===== src/rtl/route_pkg.sv =====
// Shared constants for the route_sched crossbar: select codes,
// FSM state encoding and port counts.
package route_pkg;

  localparam int N_IN  = 6;
  localparam int N_OUT = 7;

  localparam logic [3:0] SEL_LOW       = 4'd0;
  localparam logic [3:0] SEL_HIGH      = 4'd1;
  localparam logic [3:0] SEL_CLK       = 4'd2;
  localparam logic [3:0] SEL_PASS_BASE = 4'd3;
  localparam logic [3:0] SEL_SWAP_BASE = 4'd9;
  localparam logic [3:0] SEL_RSVD      = 4'd15;

  localparam logic [1:0] IDLE  = 2'd0;
  localparam logic [1:0] BLANK = 2'd1;
  localparam logic [1:0] APPLY = 2'd2;

endpackage


===== src/rtl/route_lane.sv =====
// One crossbar lane: decodes a 4-bit select into an (o0, o180) pair
// from the rising and falling input sample vectors.
module route_lane
  import route_pkg::*;
(
  input  logic [3:0]    sel,
  input  logic [N_IN:1] in0,
  input  logic [N_IN:1] in180,
  output logic          o0,
  output logic          o180
);

  logic [3:0] d;

  always_comb begin
    o0   = 1'b0;
    o180 = 1'b0;
    d    = '0;
    unique case (1'b1)
      (sel == SEL_HIGH): begin
        o0   = 1'b1;
        o180 = 1'b1;
      end
      (sel == SEL_CLK): begin
        o180 = 1'b1;
      end
      (sel >= SEL_PASS_BASE && sel < SEL_SWAP_BASE): begin
        d    = sel - (SEL_PASS_BASE - 4'd1);
        o0   = in0[d[2:0]];
        o180 = in180[d[2:0]];
      end
      (sel >= SEL_SWAP_BASE && sel < SEL_RSVD): begin
        d    = sel - (SEL_SWAP_BASE - 4'd1);
        o0   = in180[d[2:0]];
        o180 = in0[d[2:0]];
      end
      default: begin
        o0   = 1'b0;
        o180 = 1'b0;
      end
    endcase
  end

endmodule


===== src/rtl/route_sched.sv =====
// Runtime-configurable 6-in/7-out DDR sample crossbar with a shadow
// select table applied atomically after an output blanking interval.
module route_sched
  import route_pkg::*;
#(
  parameter int BLANK_CYCLES = 4,
  parameter int CNT_W        = 8
) (
  input  logic           clk,
  input  logic           rst,
  input  logic [N_IN:1]  in_diff_0,
  input  logic [N_IN:1]  in_diff_180,
  input  logic           cfg_valid,
  output logic           cfg_ready,
  input  logic [2:0]     cfg_out,
  input  logic [3:0]     cfg_sel,
  input  logic           cfg_commit,
  output logic           busy,
  output logic           cfg_err,
  output logic [N_OUT:1] out_diff_0,
  output logic [N_OUT:1] out_diff_180
);

  localparam logic [CNT_W-1:0] LAST = CNT_W'(BLANK_CYCLES - 1);

  logic [1:0]       state;
  logic [CNT_W-1:0] cnt;
  logic [3:0]       shadow [1:N_OUT];
  logic [3:0]       active [1:N_OUT];
  logic [N_OUT:1]   lane0;
  logic [N_OUT:1]   lane180;
  logic             acc;
  logic             bad;

  assign cfg_ready = (state == IDLE);
  assign busy      = ~cfg_ready;
  assign acc       = cfg_valid & cfg_ready;
  assign bad       = (cfg_out == 3'd0) || (cfg_sel == SEL_RSVD);

  for (genvar i = 1; i <= N_OUT; i++) begin : g_lane
    route_lane u_lane (
      .sel   (active[i]),
      .in0   (in_diff_0),
      .in180 (in_diff_180),
      .o0    (lane0[i]),
      .o180  (lane180[i])
    );
  end

  always_ff @(posedge clk or posedge rst) begin
    if (rst) begin
      state <= IDLE;
      cnt   <= '0;
    end else begin
      unique case (state)
        IDLE: begin
          if (cfg_commit) begin
            state <= BLANK;
            cnt   <= '0;
          end
        end
        BLANK: begin
          if (cnt == LAST) begin
            state <= APPLY;
            cnt   <= '0;
          end else begin
            cnt <= cnt + 1'b1;
          end
        end
        APPLY: state <= IDLE;
        default: state <= IDLE;
      endcase
    end
  end

  // A write in the commit cycle lands in shadow before APPLY copies it
  always_ff @(posedge clk or posedge rst) begin
    if (rst) begin
      cfg_err <= 1'b0;
      for (int i = 1; i <= N_OUT; i++) begin
        shadow[i] <= SEL_LOW;
        active[i] <= SEL_LOW;
      end
    end else begin
      if (acc) begin
        if (bad) cfg_err <= 1'b1;
        else     shadow[cfg_out] <= cfg_sel;
      end
      if (state == APPLY) begin
        for (int i = 1; i <= N_OUT; i++) active[i] <= shadow[i];
      end
    end
  end

  always_ff @(posedge clk or posedge rst) begin
    if (rst) begin
      out_diff_0   <= '0;
      out_diff_180 <= '0;
    end else if (state == IDLE) begin
      out_diff_0   <= lane0;
      out_diff_180 <= lane180;
    end else begin
      out_diff_0   <= '0;
      out_diff_180 <= '0;
    end
  end

endmodule


===== config.mk =====
export PLATFORM = sky130hd
export DESIGN_NAME = route_sched
export DESIGN_NICKNAME = d
export VERILOG_FILES = /design/src/rtl/route_pkg.sv /design/src/rtl/route_lane.sv /design/src/rtl/route_sched.sv
export SDC_FILE = /design/constraint.sdc
export NUM_CORES = 1
export LEC_CHECK = 0
export ABC_CLOCK_PERIOD_IN_PS = 3880
export BUFFER_PORTS_ARGS = -buffer_cell sky130_fd_sc_hd__buf_2
export CORE_ASPECT_RATIO = 1.2
export CORE_MARGIN = 1
export CORE_UTILIZATION = 40
export CTS_CLUSTER_DIAMETER = 40
export DETAILED_ROUTE_END_ITERATION = 6
export PLACE_DENSITY_LB_ADDON = 0.2
export SLEW_MARGIN = 0
export SYNTH_ARGS = -nofsm -noshare
export SYNTH_HDL_FRONTEND = slang
export SYNTH_SLANG_ARGS = --single-unit

===== constraint.sdc =====
create_clock -name clk -period 3.88 [get_ports clk]
set_input_delay 0.776 -clock clk [delete_from_list [all_inputs] [get_ports clk]]
set_output_delay 0.776 -clock clk [all_outputs]
set_load 0.01 [all_outputs]

After elaboration in Yosys (flattened, before gate mapping). Cells that the tools add are included.

Flip-flop bits (word level): 81. Latch bits: 0. RAM bits: 0. Memory bits (read-only): 0. Input port bits: 23. Output and inout port bits: 17. Word-level logic and storage cells: 213. Memories: 0.

Add/subtract/negate cells: 15. Multipliers: 0. Div/mod/pow operators: 0. Order comparisons: 44. Equality and inequality tests: 20. Shift-type cells: 0. Mux-type cells: 81. Bitwise gates (word level): 4. Reduce and logical (&&, ||, !) cells: 30.

Operators by type and width (number): $bmux 1 s3 (28); $lt 3x4->1 const B (14); $lt 4x4->1 const B (14); $pmux 1 s3 (14); $ge 4x4->1 const B (8); $bwmux 28 (1); $eq 4x1->1 const B (7); $eq 4x2->1 const B (7); $ge 4x2->1 const B (7); $mux 1 (28); $sub 3x1->3 const B (7); $sub 3x2->3 const B (7); $mux 8 (2); $pmux 8 s2 (1); $logic_and 1x1->1 (15); $mux 7 (2); $reduce_or 2->1 (7); $demux 4 s3 (1); $add 8x1->8 const B (1); $eq 8x2->1 const B (1); $reduce_and 2->1 (4); $eq 4x4->1 const B (1); $lt 4x1->1 const B (1); $mux 2 (2); 13 further kinds (14).

Depth between registers and ports, before layout. Gate-level depths: netlist of the first run.

Word-level depth: 6. Mapped depth: 8. Gate-level depth less buffers: 6.

Cells and area by module. From an unflattened synthesis of the first run, not the netlist that was laid out.

Cells, all modules: 505. Area total of the unflattened synthesis: 5434.0 um^2.

Modules (own cells, without submodules): route_sched (times used 1, cells each 218, area each 3261.9 um^2, sequential area each 2026.9 um^2); route_lane (times used 7, cells each 41, area each 310.3 um^2, sequential area each 0.0 um^2).

Worst setup path before layout of the first run. OpenSTA, ideal clock, no wires.

Path type: input port to flip-flop. Start: in cfg_sel[1]. End: reg shadow[24] (netlist bit). Setup time: 125 ps. Data arrival time: 1889 ps. Slack: 1866 ps. Cell stages on the path: 4. Path buffers: 0. Cells stage by stage: nand4_1 nand3_4 or4b_4 mux2_4.

Cells in the longest elaborated chain, start to end: 4.

Ends and longest elaborated chain: start, declared (RTL line route_sched.sv:16) `input logic [3:0] cfg_sel,`; $eq 4x4->1 (RTL line route_sched.sv:38) `assign bad = (cfg_out == 3'd0) || (cfg_sel == SEL_RSVD);`; $logic_or 1x1->1 (RTL line route_sched.sv:38); $not 1->1 (no line); $reduce_and 2->1 (no line); end signal, assigned by index (RTL line route_sched.sv:87) `else shadow[cfg_out] <= cfg_sel;`; end, declared (RTL line route_sched.sv:28) `logic [3:0] shadow [1:N_OUT];`.

No other way between the ends. A chain may end at the register's enable or synchronous reset.

Worst setup path after layout of the first run.
Start: reg state[0]. End: out cfg_ready.

Cells in the longest elaborated chain, start to end: 1.

Ends and longest elaborated chain: start, declared (RTL line route_sched.sv:26) `logic [1:0] state;`; start signal, assigned (RTL line route_sched.sv:52) `state <= IDLE;`; start signal, assigned (RTL line route_sched.sv:58) `state <= BLANK;`; start signal, assigned (RTL line route_sched.sv:64) `state <= APPLY;`; $logic_not 2->1 (RTL line route_sched.sv:35) `assign cfg_ready = (state == IDLE);`; end, declared (RTL line route_sched.sv:14) `output logic cfg_ready,`.

No other way between the ends.

==> results of run 1 <==
==> kinds of logic (layout without fill, tap and decap cells) <==
family          count (synthesis)  after routing  synth area share [%]
mux                            85             85                 18.36
compound gates                165            165                 22.31
flops                          81             81                 39.50
xor+xnor                        5              5                0.8534
fa+ha+maj                       1              1                0.2438
buf+inv                        76             79                 5.876
simple gates                  125            125                 12.85
==> state kept, by name, summed over array words and instances, names as in the netlist <==
| name | count |
|---|---|
| cfg_err | 1 |
| cnt | 8 |
| out_diff_0 | 7 |
| active | 28 |
| out_diff_180 | 7 |
| state | 2 |
| shadow | 28 |
==> cell usage in the layout, fill, tap and decap left out, drive strengths merged, types with 9 or more instances in the layout <==
cell	netlist	routed
a21oi	29	29
a31oi	15	15
buf	8	43
clkbuf	48	9
dfrtp	81	81
inv	19	20
mux2	61	61
mux2i	24	24
nand2	34	34
nand3	13	13
nor2	18	18
nor3	13	13
o21ai	31	31
o22ai	9	9
==> per-layer routing <==
| layer | track usage [%] | up-vias | wire length (um) |
|---|---|---|---|
| li1 | - | 2022 | - |
| met1 | 29.69 | 2130 | 6229 |
| met2 | 31.66 | 128 | 6062 |
| met3 | 3.416 | 19 | 644 |
| met4 | 7.042 | 0 | 243 |
| met5 | 0 | - | 0 |
==> where the power goes <==
group | total [mW] | switching, mW | internal (mW) | leakage [nW]
combinational | 0.0949 | 0.0712 | 0.0237 | 1.13
sequential | 0.844 | 0 | 0.844 | 1.11
clock | 0.876 | 0.373 | 0.503 | 0.142
==> metrics by stage <==
stage	cells	cell area, um2	setup WS (ps)
finish	702	5639	1543
global route	702	5639	1481
CTS	702	5639	1543
detailed placement	686	5338	1610
global placement	686	5338	1658
floorplan	538	5131	1024
==> final cells by class <==
cell class                 instances  area share [%]
multi-input combinational        381           49.70
sequential                        81           35.94
clock buffer                       9           3.994
timing repair buffer              43           3.994
tap                              161           3.572
inverter                          20           1.442
clock inverter                     7           1.353
==> how the worst max path moves through the flow <==
stage / from / end / slack (ps) / depth (start not counted)
2_1_floorplan: rst / active[0] / 1020 / 1
3_3_place_gp: cfg_sel[1] / shadow[26] / 1660 / 5
3_5_place_dp: cfg_sel[1] / shadow[23] / 1610 / 5
4_1_cts: state[1] / cfg_ready / 1540 / 4
5_1_grt: state[1] / cfg_ready / 1480 / 4
6_report: state[0] / cfg_ready / 1540 / 4
==> results.md, run 1 <==
* Die width at 105.4 um
* Hold path depth at 1
* Tot Pwr at about 1.8 mW
* Largest stage delay, worst path at 430 ps
* Outcome: finished, final reports clean
* Multi-input gate area at around 2800 um2
* Top-area cell type share of the netlist area at between 30% and 40%
* Slew @ Worst Pin at between 800 and 900 ps
* Share of post-route cells with drive strength above 1 at approximately 24%
* Sink Count at 81
* Area of the core at around 12000 um2
* Rows at 44
* Syn nets at between 500 and 600
* Tot GR Track Use at about a fifth
* Nature of the critical path endpoint: output pin
* Most frequent cell after synthesis: dfrtp_1
* Setup Fix Bufs, Post-CTS at 0
* RePlAce Congestion at 0.8225
* Number of antenna violations at the first check in global routing at 0
* Req. time, crit path at 3100 ps
* Slowest stage cell, crit path: dfrtp_1
* Slew HR at 44.84%
* CTS tree: yes
* Clk_lat worst skew at 350 ps
* DRT Wirelength at ~13000 um
* R2R Setup Slk at roughly 1700 ps
* Final setup vio count at 0
* CP startpoint kind: flop
* Synth Cell Area at 5131 um2
* PD cells at 322.0 nW/um2
* Inserted Clock Buffers at 9
* Leak pwr at 2.384 nW
* Filler cells at ~1200
* CTS H-tree depth at 3
* Num ports at 40
* Port Buf Inserts at 39
* Die Span Y at 126.1 um
* MaxCap Viol Count at 0
* Post-detailed-route DRC marker count at 0
* DR WL/cell at 18.77 um
* Top area cells in the synthesized netlist: dfrtp_1, mux2_2, mux2i_1, clkbuf_1, o21ai_0
* Routed vias/inst at approximately 6.1
* Ys flop type: dfrtp_1
* Gr ovfl total at 0
* Cts repair resizes at 0
* Hold Crit Class: flop to flop
* Max VDD drop at approximately 360 uV
* Post-route setup TNS at 0 ps
* Cts hold-fix bufs at 0
* F_max at 0.4279 GHz
* Vias in the first global route at 3932
* Worst R2R End: shadow[14]
* Worst Path Arrival at 1560 ps
* Syn avg cell area at roughly 9.5 um2
* Final Skew at approximately 7.4 ps
* Post-Synthesis Cells at 538
* Initial DRC Count at between 300 and 400
* Starting Density at a little over two fifths
* YS warnings at 0
* Min Hold Slack at ~470 ps
* Post-synth EDFFs at 0
* Fin crit period at about 2300 ps
* Final Cycle Share at around three fifths
* Fin util at around 46%
* Die ar. at between 10000 and 15000 um2
* Total area of sequential cells at 2027 um2
* Vias after detailed routing at 4299
* Synth area leader: dfrtp_1
* Fin nets at between 500 and 600
* Number of library cell types mapped by synthesis at 63
* Critical-path cell list: or2_1 > buf_4 > clkinv_4 > buf_2
* CP Class: flop to output pin
* Top cells by count, synth: dfrtp_1, mux2_2, clkbuf_1, nand2_1, o21ai_0
* # diodes at 0
* CTS Buffer Depth at 2
* WHS Endpoint: cfg_err
* Buf/Inv on CP at 3
* First-pass detailed-route iteration total at 5
* R2R depth at 6
* Asr flop ratio synth at 100.0%
* Final HPWL DP at between 8000 and 9000 um
* Sequential element share of the synthesized area at around 40%
* Crit-path max FO at 14
* Largest net degree at the start of global routing at 50
* Hold Fails Final Rpt at 0
* Slew Limit Fails at 0
* Synth Register Bits at 81
* First-pass GRT wire length at approximately 22000 um
* Final ANT Viol Nets at 0
* RSZ-0062 raised after global routing: false
* Crit path max-delay family: buffers and inverters
* Hold_sp: cfg_err
* Root buffer cell: clkbuf_16
* Area Overhead vs Synth at 9.900%
* FF-to-FF Start: state[1]
* Reg clk slew, reported paths at around 70 ps
No activity file was read; power rests on OpenSTA's default activity.
==> run 2: changes to the inputs <==
Settings changed: ABC_CLOCK_PERIOD_IN_PS 3880 to 1950.
Clock period 3.88 ns to 1.95 ns, I/O delays scaled along.
==> run 2 against run 1 <==
  * Global-route usage is 0.88 points higher
  * Non-clock buffer count is 25 higher
  * Wire length is 4.1% higher
  * Combinational power is 120% higher
==> results.md, run 2 (synthesized netlist as in run 1, its figures left out) <==
* Initial DRC Count at around 290
* Min Hold Slack at ~22 ps
* Area of the core at around 12000 um2
* RePlAce Congestion at roughly 0.89
* Num ports at 40
* Number of antenna violations at the first check in global routing at 0
* Root buffer cell: clkbuf_16
* Design area at about 5900 um2
* Combinational share of power at under 10%
* Tot Pwr at 3.636 mW
* Routed vias/inst at 6.047
* Final Cycle Share at between 90% and 100%
* Hold Crit Class: input port to asynchronous set/reset pin
* Final HPWL DP at approximately 9400 um
* Clk_lat worst skew at 330 ps
* CTS tree: yes
* Biggest regs: active: 28 flops, shadow: 28 flops, cnt: 8 flops
* DR WL/cell at between 15 and 20 um
* R2R Setup Slk at between 70 and 80 ps
* Clock share of power at about 48%
* Multi-input gate area at 2815 um2
* Most common cell after layout, fill and taps aside: dfrtp_1
* Reg clk slew, reported paths at 60 ps
* Filler cells at roughly 1200
* Starting Density at 41.80%
* Final setup vio count at 0
* Setup Fix Bufs, Post-CTS at 0
* Share of post-route cells with drive strength above 1 at approximately 28%
* CTS Buffer Depth at 2
* Leak pwr at between 2 and 3 nW
* Place WS at -15.87 ps
* First-pass detailed-route iteration total at 5
* Slew Limit Fails at 0
* Hold Fails Final Rpt at 0
* Inserted Clock Buffers at 9
* Fin crit period at 1875 ps
* Area Overhead vs Synth at 14.19%
* Placed cell count at 711
* CP startpoint kind: flop
* DRT Wirelength at between 10000 and 15000 um
* Slew HR at 55.52%
* Worst Path Arrival at roughly 2100 ps
* Largest net degree at the start of global routing at 69
* Fin nets at between 500 and 600
* F_max at between 0.5 and 0.6 GHz
* Max VDD drop at around 370 uV
* MaxCap Viol Count at 0
* Die Span Y at around 130 um
* Req. time, crit path at approximately 2200 ps
* Final ANT Viol Nets at 0
* Final Skew at between 3 and 4 ps
* Total area of sequential cells at 2028 um2
* CP Class: flop to flop
* Commonest non-fill, non-tap cells in the layout: dfrtp_1, mux2_2, buf_2
* First-pass GRT wire length at ~22000 um
* Gr ovfl total at 0
* Die ar. at about 13000 um2
* Switching portion of total power at about a quarter
* Sequential share of power at between 40% and 50%
* Sink Count at between 80 and 90
* Crit-path max FO at 5
* Slew @ Worst Pin at ~650 ps
* Final cell count without fillers at 727
* Rows at 44
* Outcome: finished, final reports clean
* Port Buf Inserts at 39
* Vias after detailed routing at 4396
* # diodes at 0
* PD cells at 620.6 nW/um2
* Final worst setup slack at 75.47 ps
* CTS H-tree depth at 3
* Internal at 2.772 mW
* Die width at 105.4 um
* Post-DP Area at roughly 5500 um2
* Nature of the critical path endpoint: flop
* Vias in the first global route at approximately 4200
* Switching pwr at 0.8643 mW
* Post-detailed-route DRC marker count at 0
* Tot GR Track Use at a little over a fifth
-- run 2: cell types whose count changed in the layout (fill, tap and decap cells not counted), sizes merged --
| cell | previous run | this run |
|---|---|---|
| clkinv | 4 | 2 |
| clkinvlp | 2 | 3 |
| inv | 20 | 19 |
| clkbuf | 9 | 11 |
| buf | 43 | 68 |
-- run 2: metrics by stage --
step                util [%]  TNS (ps)
floorplan                  -         0
global placement       45.13         0
detailed placement     45.13    -64.35
CTS                    47.64         0
global route           47.73    -68.54
finish                 47.73         0
-- run 2: path summary, 6_finish.rpt --
kind | startpoint | endpoint | depth (start not counted)
hold reg to reg | cfg_err | cfg_err | 1
hold / removal | rst | cnt[3] | 2
setup / recovery | cnt[1] | cnt[4] | 6
max in group asynchronous | rst | out_diff_0[2] | 3
min in group clk | cfg_commit | state[0] | 3
setup reg to reg | cnt[1] | cnt[4] | 6
-- run 2: worst max-delay path, cell delays in order (launching register included) --
cell and delay (ps):
dfrtp_1 410, ha_1 220, or4b_4 500, nor4_2 200, mux2i_1 140, nor2_2 210, nor2_1 70
-- run 2: power groups by stage --
| stage | Sequential (mW) | Clock, mW | Combinational (mW) |
|---|---|---|---|
| 6_report | 1.68 | 1.75 | 0.205 |
| 5_1_grt | 1.68 | 1.86 | 0.224 |
| 4_1_cts | 1.68 | 1.79 | 0.206 |
| 3_5_place_dp | 1.71 | 0 | 0.205 |
| 3_3_place_gp | 1.71 | 0 | 0.203 |
| 2_1_floorplan | 1.71 | 0 | 0.0992 |
-- run 2: final cells by class --
cell class              instances  share of cell area, %
well taps                     161                  3.438
inverters                      20                  1.431
flip-flops and latches         81                  34.61
clock buffers                  11                  4.143
repair buffers                 68                  7.260
multi-input cells             381                  48.05
clock inverters                 5                  1.068
-- run 2: layer usage --
| layer | vias to the layer above | track usage, % | wire length (um) |
|---|---|---|---|
| met1 | 2149 | 28.31 | 5884 |
| met4 | 0 | 8.202 | 236 |
| met3 | 21 | 3.778 | 781 |
| met5 | - | 0 | 0 |
| li1 | 2076 | - | - |
| met2 | 150 | 35.57 | 6820 |
-- run 2: repair_timing --
action | 4_1_cts | 5_1_grt
hold buffers | 0 | 0
pin swaps | 0 | 1
endpoints found under the hold margin | 0 | 0
gates resized for setup | 1 | 3
endpoints found under the setup margin | 5 | 5
